## src/rtl/perceptron_trainer.sv

```systemverilog
// Perceptron weight trainer: decides whether to train from the latched prediction,
// then walks weights 0..HISTORY_LENGTH with a read / capture / write sequence.
module perceptron_trainer #(
  parameter int HISTORY_LENGTH    = 15,
  parameter int BIT_WIDTH_WEIGHTS = 8,
  parameter int MEM_ADDR_WIDTH    = 7,
  parameter int SUM_WIDTH         = 11,
  parameter int THRESHOLD         = 42
) (
  input  logic                         clk,
  input  logic                         rst,
  input  logic                         start,
  input  logic [MEM_ADDR_WIDTH-1:0]    base_addr,
  input  logic [HISTORY_LENGTH-1:0]    history,
  input  logic [SUM_WIDTH-1:0]         sum,
  input  logic                         prediction,
  input  logic                         ground_truth,
  output logic                         busy,
  output logic                         done,
  output logic                         trained,
  output logic [MEM_ADDR_WIDTH-1:0]    mem_addr,
  output logic                         mem_wr_en,
  output logic [BIT_WIDTH_WEIGHTS-1:0] mem_wdata,
  input  logic [BIT_WIDTH_WEIGHTS-1:0] mem_rdata
);
  localparam int IDX_W = $clog2(HISTORY_LENGTH + 1);
  localparam int WB    = BIT_WIDTH_WEIGHTS;
  localparam logic [SUM_WIDTH:0] THR      = THRESHOLD[SUM_WIDTH:0];
  localparam logic [IDX_W-1:0]   LAST_IDX = HISTORY_LENGTH[IDX_W-1:0];

  typedef enum logic [2:0] {S_IDLE, S_RD, S_CAP, S_WR, S_DONE} state_t;
  state_t state, state_nxt;

  logic [MEM_ADDR_WIDTH-1:0] base_q;
  logic [HISTORY_LENGTH:0]   x_q;      // {history, bias}; bit set means input +1
  logic                      gt_q;
  logic [IDX_W-1:0]          idx;
  logic [WB-1:0]             wdata_q;
  logic                      trained_q;

  logic [SUM_WIDTH:0] sum_ext, sum_abs;
  logic               train, accept, last;

  // One extra bit so the most negative sum has a representable magnitude
  assign sum_ext = {sum[SUM_WIDTH-1], sum};
  assign sum_abs = sum[SUM_WIDTH-1] ? (~sum_ext + 1'b1) : sum_ext;
  assign train   = (prediction != ground_truth) || (sum_abs <= THR);
  assign accept  = (state == S_IDLE) && start;
  assign last    = (idx == LAST_IDX);

  logic          inc;
  logic [WB:0]   w_ext, w_sum;
  logic [WB-1:0] w_new;

  // t*x is +1 exactly when outcome and input agree
  assign inc   = (x_q[idx] == gt_q);
  assign w_ext = {mem_rdata[WB-1], mem_rdata};
  assign w_sum = inc ? (w_ext + 1'b1) : (w_ext - 1'b1);

  always_comb begin
    w_new = w_sum[WB-1:0];
    if (w_sum[WB] != w_sum[WB-1])
      w_new = w_sum[WB] ? {1'b1, {(WB-1){1'b0}}} : {1'b0, {(WB-1){1'b1}}};
  end

  always_ff @(posedge clk or posedge rst) begin
    if (rst) state <= S_IDLE;
    else     state <= state_nxt;
  end

  always_comb begin
    state_nxt = state;
    case (state)
      S_IDLE: if (start) state_nxt = train ? S_RD : S_DONE;
      S_RD:   state_nxt = S_CAP;
      S_CAP:  state_nxt = S_WR;
      S_WR:   state_nxt = last ? S_DONE : S_RD;
      S_DONE: state_nxt = S_IDLE;
      default: state_nxt = S_IDLE;
    endcase
  end

  always_ff @(posedge clk or posedge rst) begin
    if (rst) begin
      base_q    <= '0;
      x_q       <= '0;
      gt_q      <= 1'b0;
      idx       <= '0;
      wdata_q   <= '0;
      trained_q <= 1'b0;
    end else begin
      if (accept) begin
        base_q    <= base_addr;
        x_q       <= {history, 1'b1};
        gt_q      <= ground_truth;
        idx       <= '0;
        trained_q <= train;
      end
      if (state == S_CAP) wdata_q <= w_new;
      if (state == S_WR && !last) idx <= idx + 1'b1;
    end
  end

  assign busy      = (state != S_IDLE);
  assign done      = (state == S_DONE);
  assign trained   = trained_q;
  assign mem_addr  = base_q + MEM_ADDR_WIDTH'(idx);
  assign mem_wr_en = (state == S_WR);
  assign mem_wdata = wdata_q;
endmodule

```

## config.mk

```make
export PLATFORM = sky130hd
export DESIGN_NAME = perceptron_trainer
export DESIGN_NICKNAME = d
export VERILOG_FILES = /design/src/rtl/perceptron_trainer.sv
export SDC_FILE = /design/constraint.sdc
export NUM_CORES = 1
export LEC_CHECK = 0
export BUFFER_PORTS_ARGS = -buffer_cell sky130_fd_sc_hd__buf_2
export CORE_ASPECT_RATIO = 0.75
export CORE_MARGIN = 4
export CORE_UTILIZATION = 40
export CTS_CLUSTER_DIAMETER = 40
export DETAILED_ROUTE_END_ITERATION = 10
export GPL_TIMING_DRIVEN = 1
export MAX_ROUTING_LAYER = met4
export PLACE_DENSITY = 0.61
export SKIP_CTS_REPAIR_TIMING = 1
export SYNTH_ARGS = -nofsm -noshare
export SYNTH_HDL_FRONTEND = slang
export SYNTH_SLANG_ARGS = --single-unit
export TNS_END_PERCENT = 100
```

## constraint.sdc

```tcl
create_clock -name clk -period 5.15 [get_ports clk]
set_input_delay 0.2575 -clock clk [delete_from_list [all_inputs] [get_ports clk]]
set_output_delay 0.2575 -clock clk [all_outputs]
set_load 0.02 [all_outputs]
```

# [Yosys cells after proc, flatten, opt, wreduce, memory -nomap -nowiden]
# Cells that the tools add are included.
# Widths: inputs -> output; s select.
[word_totals] regBits=40 inputBits=46 out_inout_bits=19 word_cells=43
[op_classes] n_addsub=5 magnitude_cmp=2 n_eq_ne=9 muxes=12 n_bitwise=1 reduce_logical=7
[ops] cell="$mux 8" count=2
[ops] cell="$add 12x1->12 const B" count=1
[ops] cell="$le 12x6->1 const B" count=1
[ops] cell="$mux 12" count=1
[ops] cell="$not 12->12" count=1
[ops] cell="$pmux 3 s4" count=1
[ops] cell="$add 8x2->9 const B" count=1
[ops] cell="$mux 3" count=3
[ops] cell="$mux 9" count=1
[ops] cell="$sub 8x2->9 const B" count=1
[ops] cell="$mux 4" count=2
[ops] cell="$add 7x4->7" count=1
[ops] cell="$eq 3x2->1 const B" count=2
[ops] cell="$lt 4x5->1 const B" count=1
[ops] cell="$add 4x1->4 const B" count=1
[ops] cell="$bmux 1 s4" count=1
[ops] cell="$eq 4x4->1 const B" count=1
[ops] cell="$eq 3x1->1 const B" count=1
[ops] cell="$eq 3x3->1 const B" count=1
[ops] cell="$logic_not 3->1" count=1
[ops] cell="$reduce_bool 3->1" count=1
[ops] cell="$logic_and 1x1->1" count=2
[ops] cell="$ne 1x1->1" count=2
[ops] cell="$ne 2x2->1 const B" count=1
[ops] cell="other kinds (5)" count=5

# [Logic depth before layout (Yosys ltp)]
# Gate-level depths: netlist of the first run.
[depth] word_depth=8 mapped_depth=12

# [Worst setup path before layout of the first run]
# Ideal clock, no wire load.
[synth_timing] path_kind="reg-to-reg" startpoint="register idx[0]" endpoint="register wdata_q[6], in the netlist mem_wdata[6]" arrival_time_ps=3618 required_ps=5064 slack_ps=1446 path_stages_with_launch=13 n_path_buf=2 synth_period_minus_slack_ps=3704 path_cell_list="dfrtp_1 clkbuf_1 mux4_2 mux4_2 xor2_1 ha_1 a211oi_1 o21ai_1 a31oi_1 xnor2_1 buf_2 nor3_1 nor3_1"
[synth_via] elab_chain_cells=6 word_cells_on_any_way=7
[synth_rtl] element="from (decl)" line_no="37" source="logic [IDX_W-1:0] idx;"
[synth_rtl] element="from (signal assigned)" line_no="100" source="if (state == S_WR && !last) idx <= idx + 1'b1;"
[synth_rtl] element="$bmux 1 s4 *" line_no="56" source="assign inc = (x_q[idx] == gt_q);"
[synth_rtl] element="$mux 1 (implied by the code) *" line_no="56"
[synth_rtl] element="$eq 1x1->1 *" line_no="56"
[synth_rtl] element="$mux 9 *" line_no="58" source="assign w_sum = inc ? (w_ext + 1'b1) : (w_ext - 1'b1);"
[synth_rtl] element="$mux 8 or $ne 1x1->1 (tied branches)" line_no="63, 62"
[synth_rtl] element="$mux 8 *" line_no="62" source="if (w_sum[WB] != w_sum[WB-1])"
[synth_rtl] element="to (signal assigned)" line_no="99" source="if (state == S_CAP) wdata_q <= w_new;"
[synth_rtl] element="to (decl)" line_no="38" source="logic [WB-1:0] wdata_q;"
# Mark *: on every way between the ends. The rest lies on a longest branch, timed or not. The select of a mux whose other input is x is not followed.
# A chain may end at the register's enable or synchronous reset.

# [Worst setup path after layout of the first run]
[layout_timing] startpoint="register idx[0]" endpoint="register wdata_q[2], in the netlist mem_wdata[2]"
# The elaborated chain is that of the path after synthesis.

==> results of run 1 <==
-- final timing paths --
kind | start | endpoint | slack [ps] | cells past startpoint
max | idx[0] | mem_wdata[2] | 1030 | 10
min | rst | x_q[11] | 80 | 3
max reg2reg | idx[0] | mem_wdata[2] | 1030 | 10
min reg2reg | x_q[0] | x_q[0] | 480 | 1
max in group asynchronous | rst | mem_wdata[2] | 4710 | 3
min in group clk | base_addr[1] | base_q[1] | 170 | 3
-- cell usage in the layout, fill, tap and decap left out, drive strengths merged, types with 5 or more instances in the layout --
cell type / Yosys / final
a21oi: 16 / 16
buf: 3 / 66
clkbuf: 5 / 6
dfrtp: 40 / 40
ha: 14 / 14
inv: 12 / 12
mux2: 22 / 22
mux4: 5 / 5
nand2: 21 / 21
nand3: 5 / 5
nor2: 14 / 14
o21ai: 22 / 22
xnor2: 12 / 12
xor2: 7 / 7
-- registers in the layout, indices dropped and copies added (netlist names) --
signal     flops
x_q           16
base_q         7
trained        1
idx            4
gt_q           1
mem_wdata      8
state          3
-- worst min-delay path: stages --
cell	delay (ps)
buf_2	90
inv_1	40
buf_4	430
-- area by class of cell --
type                       instances  area, sq um  area share, %
tap                               78         97.6           3.24
clock buffer                       6         82.6           2.74
clock inverter                     2         15.0          0.499
timing repair buffer              66          335           11.1
sequential                        40         1000           33.3
inverter                          12         45.0           1.50
multi-input combinational        185         1430           47.6
-- power breakdown --
group          total (W)  internal [W]  switching (W)
registers       0.000588      0.000470       0.000118
clock network   0.000223      0.000109       0.000115
logic            0.00165      0.000709       0.000942
-- routing by layer --
| layer | vias up | routed length [um] |
|---|---|---|
| li1 | 1018 | - |
| met1 | 929 | 2770 |
| met2 | 48 | 2160 |
| met3 | 5 | 351 |
| met4 | 0 | 21 |
| met5 | - | 0 |
-- metrics by stage --
step                      cell area, sq um  utilization [%]  hold slack, ps
after global routing                  3010             50.6             127
final                                 3010             50.6            76.5
after CTS                             3010             50.6            93.1
after floorplan                       2510                -             374
after detailed placement              2910             49.0             409
after global placement                2910             49.0             411
-- cells by family after synthesis --
kind of cell	synth area share, %
multiplexers	14.7
buffers and inverters	3.14
AND/OR/NAND/NOR	11.4
flip-flops	39.9
AO/OA/AOI/OAI	15.6
adder cells (fa/ha/maj)	8.57
XOR/XNOR	6.63
==> qor.csv, run 1 <==
stage,metric,value,unit
worst_setup_path,slowest_stage,xnor2_1,
global_routing,overflow,0,
global_routing,grtUsageMet2,20.7,%
synthesis,synthArstFlopShare,100,%
timing,fin_crit,4120,ps
timing,post-route-period-util,80.0,%
timing,setup_ws,1030,ps
floorplanning,core,0.00595,sq mm
worst_setup_path,critical_path_buf_inv_count,0,
floorplanning,io_pins,65,
global_routing,first_global_vias,1963,
synthesis,synth_area_per_cell,10.2,sq um
worst_setup_path,crit_path_start_kind,flop,
synthesis,syn_nets,307,
worst_setup_path,cp_data_arrival_time,4320,ps
timing,maxSlewViolCount,0,
placed_design,port_buffers,64,
cells_and_area,n_antenna_cell,0,
clocking,cts_buffers,5,
synthesis,yosys_warnings,0,
worst_setup_path,crit_chain,mux4_2 > mux4_2 > xor2_1 > ha_1 > o21ai_0 > o21ai_1 > a31oi_1 > xnor2_1 > o21ai_0 > o21ai_0,
synthesis,synth.cell_area,0.00251,sq mm
synthesis,synth_most_common_cell,dfrtp_1,
synthesis,synth_edf_count,0,
power_and_ir_drop,power_density,818,mW/mm^2
floorplanning,dieHeight,76.6,um
timing,relSlewSlack,49.5,%
global_routing,grt_util_all_layers,15.3,%
power_and_ir_drop,p_total,0.00246,W
synthesis,synthCells,245,
timing,finalHoldViolations,0,
timing,tns,0,ps
placed_design,pre_cts_ws,1120,ps
floorplanning,num_rows,24,
cells_and_area,drive_gt1_share,34.4,%
global_routing,top_usage_layer,met1,
power_and_ir_drop,p_leak,1.38,nW
drt,first_pass_iters,4,
synthesis,synth.distinct_cells,43,
timing,rsz0062_at_grt,false,
cells_and_area,area_delta_synth_final,19.9,%
worst_setup_path,cpMostUsedCell,o21ai_0,
synthesis,yosysTopAreaCellShare,39.9,%
worst_setup_path,path_class,flop to flop,
clocking,cts_tree,built,
global_routing,met1_usage,23.3,%
placed_design,hpwlAfterDp,4.20,mm
drt,drt_iter0_drc,105,
clocking,worstSkewPairLatency,290,ps
floorplanning,die_w,99.5,um
drt,drc,0,
clocking,clk_path_buf_depth,2,
timing,worstMarginPinSlew,751,ps
cells_and_area,fin_nets,372,
clocking,path_clk_slew,90,ps
worst_setup_path,crit_fanout,11,
worst_setup_path,crit_family,XOR/XNOR gates,
clocking,clockRootBuffer,clkbuf_8,
clocking,clock_sinks,40,
synthesis,synth_area_leader_cell,dfrtp_1,
global_routing,grt_max_degree,41,
synthesis,seq_area_frac_synth,39.9,%
drt,drtAntennaViolNets,0,
cells_and_area,layout.cells.non_filler,389,
synthesis,synth-seq-cells,40,
worst_setup_path,cp-end-kind,flop,
drt,vias,2000,
floorplanning,dieArea,0.00762,sq mm
global_routing,grt_pass1_wl,9.41,mm
timing,max_freq,243,MHz
clocking,cts_htree_levels,2,
placed_design,place_congestion,0.810,
floorplanning,initial_core_util,42.2,%
drt,drt_wl_total,5.30,mm
job,maxCapViolCount,0,
synthesis,synthTopCellsByCount,"dfrtp_1, mux2_2, nand2_1",
timing,setup_viol,0,
synthesis,synthTopCellsByArea,"dfrtp_1, mux2_2, ha_1",
drt,viasPerCell,5.14,
cells_and_area,fill_cells,586,
global_routing,antenna_found_initial,0,
drt,wl_per_cell,13.6,um
global_routing,gr-usage-met3,3.84,%
worst_setup_path,cp_data_required_time,5350,ps
synthesis,synth-main-ff-cell,dfrtp_1,
min_path,hold_class,input port to async pin,
outcome,outcome,"complete, no violations",
timing,clock_skew,14.8,ps
placed_design,dpl.cell_count,381,
worst_setup_path,crit_path_max_incr_delay,620,ps
power_and_ir_drop,irDropWorstVdd,0.534,mV
No activity file was read; power rests on OpenSTA's default activity.
==> run 2: changes to the inputs <==
--- a/config.mk
+++ b/config.mk
@@ -13,7 +13,7 @@
 export DETAILED_ROUTE_END_ITERATION = 10
 export GPL_TIMING_DRIVEN = 1
 export MAX_ROUTING_LAYER = met4
-export PLACE_DENSITY = 0.61
+export PLACE_DENSITY = 0.64
 export SKIP_CTS_REPAIR_TIMING = 1
 export SYNTH_ARGS = -nofsm -noshare
 export SYNTH_HDL_FRONTEND = slang
==> constraint.sdc (replaced) <==
create_clock -name clk -period 3.6 [get_ports clk]
set_input_delay 0.18 -clock clk [delete_from_list [all_inputs] [get_ports clk]]
set_output_delay 0.18 -clock clk [all_outputs]
set_load 0.02 [all_outputs]
==> run 2 against run 1 <==
Effect of this change: critical endpoint is now mem_wdata[5]; highest routed layer unchanged; global-route usage shrank 0.23 points; the flow now finishes with violations (hold timing); design area grew 3.3%; clock-buffer cell count is the same; non-clock buffer count grew 2; worst setup slack lost 790 ps.
==> qor.csv, run 2 (synthesis results as in run 1) <==
stage,metric,value,unit
outcome,outcome,"finished, violations left",
outcome,violations,hold timing,
global_routing,antenna_found_initial,0,
drt,viasPerCell,5.14,
clocking,path_clk_slew,80,ps
worst_setup_path,crit-reg2reg-launch,idx[0],
cells_and_area,drive_gt1_share,36.7,%
worst_setup_path,timing.rr.end,mem_wdata[5],
timing,maxSlewViolCount,0,
clocking,clock_sinks,40,
clocking,clk_path_buf_depth,2,
timing,max_freq,298,MHz
worst_setup_path,cp-end-kind,flop,
drt,first_pass_iters,4,
drt,drtAntennaViolNets,0,
cells_and_area,area_delta_synth_final,23.9,%
timing,finalHoldViolations,4,
timing,setup_viol,0,
cells_and_area,largest_register,x_q,
global_routing,grt_pass1_wl,9.19,mm
worst_setup_path,crit_path_max_incr_delay,530,ps
floorplanning,num_rows,24,
cells_and_area,layout_common_cells,"buf_2, dfrtp_1, mux2_2",
drt,wl_per_cell,14.4,um
job,maxCapViolCount,0,
floorplanning,dieHeight,76.6,um
timing,worstMarginPinSlew,516,ps
clocking,clockRootBuffer,clkbuf_8,
timing,hold_slack,-1.48,ps
min_path,hold_class,input port to async pin,
worst_setup_path,crit_chain,mux4_2 > mux4_2 > xor2_4 > fa_1 > a211oi_1 > o21bai_1 > a31oi_1 > nor2_2 > a211oi_1 > nor3_1,
worst_setup_path,crit_fanout,9,
drt,drt_wl_total,5.61,mm
worst_setup_path,cp_data_required_time,3780,ps
clocking,cts_buffers,5,
timing,rsz0062_at_grt,false,
worst_setup_path,path_class,flop to flop,
floorplanning,dieArea,0.00762,sq mm
worst_setup_path,cp_data_arrival_time,3530,ps
global_routing,grt_max_degree,41,
placed_design,hpwlAfterDp,4.31,mm
cells_and_area,fin_nets,374,
drt,vias,2009,
clocking,cts_htree_levels,2,
cells_and_area,n_antenna_cell,0,
timing,post-route-period-util,93.3,%
timing,fin_crit,3360,ps
timing,relSlewSlack,65.6,%
floorplanning,die_w,99.5,um
placed_design,port_buffers,64,
drt,drc,0,
worst_setup_path,crit_path_start_kind,flop,
floorplanning,initial_core_util,42.2,%
cells_and_area,fill_cells,562,
placed_design,place_congestion,0.822,
clocking,worstSkewPairLatency,290,ps
cells_and_area,largest_reg_flops,16,
global_routing,overflow,0,
worst_setup_path,rrSetupSlack,240,ps
global_routing,grt_util_all_layers,15.0,%
drt,drt_iter0_drc,99,
floorplanning,io_pins,65,
cells_and_area,final_common_cell,buf_2,
global_routing,first_global_vias,1977,
clocking,cts_tree,built,
timing,clock_skew,6.25,ps
worst_setup_path,rr_worst_depth,10,
worst_setup_path,slowest_stage,mux4_2,
cells_and_area,final_core_util,52.3,%
floorplanning,core,0.00595,sq mm
## run 2: per-stage QoR
step / setup slack, ps / cell area [sq um] / cells / setup TNS, ps / hold WS, ps
4_1_cts: -80.0 / 3060 / 391 / -274 / 21.5
2_1_floorplan: 36.9 / 2520 / 245 / 0 / 297
5_1_grt: 21.8 / 3110 / 391 / 0 / 49.3
3_5_place_dp: -65.1 / 2940 / 383 / -251 / 331
6_report: 242 / 3110 / 391 / 0 / -1.48
3_3_place_gp: 83.2 / 2940 / 383 / 0 / 337
## run 2: worst max path at each step
stage	cells after the start	startpoint	to
6_report	10	idx[0]	mem_wdata[5]
5_1_grt	10	idx[0]	mem_wdata[5]
4_1_cts	10	idx[0]	mem_wdata[5]
3_5_place_dp	10	idx[0]	mem_wdata[5]
3_3_place_gp	10	idx[0]	mem_wdata[5]
2_1_floorplan	12	idx[0]	mem_wdata[6]
## run 2: metal layers
| metal | GRT usage [%] | part of all wire [%] | vias up |
|---|---|---|---|
| li1 | - | - | 1018 |
| met4 | 3.27 | 0.61 | 0 |
| met3 | 3.57 | 5.8 | 4 |
| met5 | - | 0 | - |
| met1 | 20.5 | 50 | 935 |
| met2 | 22.8 | 44 | 52 |
## run 2: layout make-up
class | count | area, sq um | share of cell area [%]
sequential | 40 | 1000 | 32.2
timing repair buffer | 68 | 350 | 11.3
tap | 78 | 97.6 | 3.14
multi-input combinational | 185 | 1490 | 48.0
clock buffer | 6 | 82.6 | 2.65
inverter | 12 | 45.0 | 1.45
clock inverter | 2 | 38.8 | 1.25
## run 2: critical path, delay by kind of cell, from the launching register on
| family | cells | cell delay, ps |
|---|---|---|
| AND/OR/NAND/NOR | 2 | 230 |
| AO/OA/AOI/OAI | 4 | 880 |
| flip-flops | 1 | 450 |
| adder cells (fa/ha/maj) | 1 | 430 |
| multiplexers | 2 | 1050 |
| XOR/XNOR | 1 | 200 |
Power of run 2 is not shown: default switching activity piles up to over one toggle a cycle in this logic, so the estimate is an artifact.
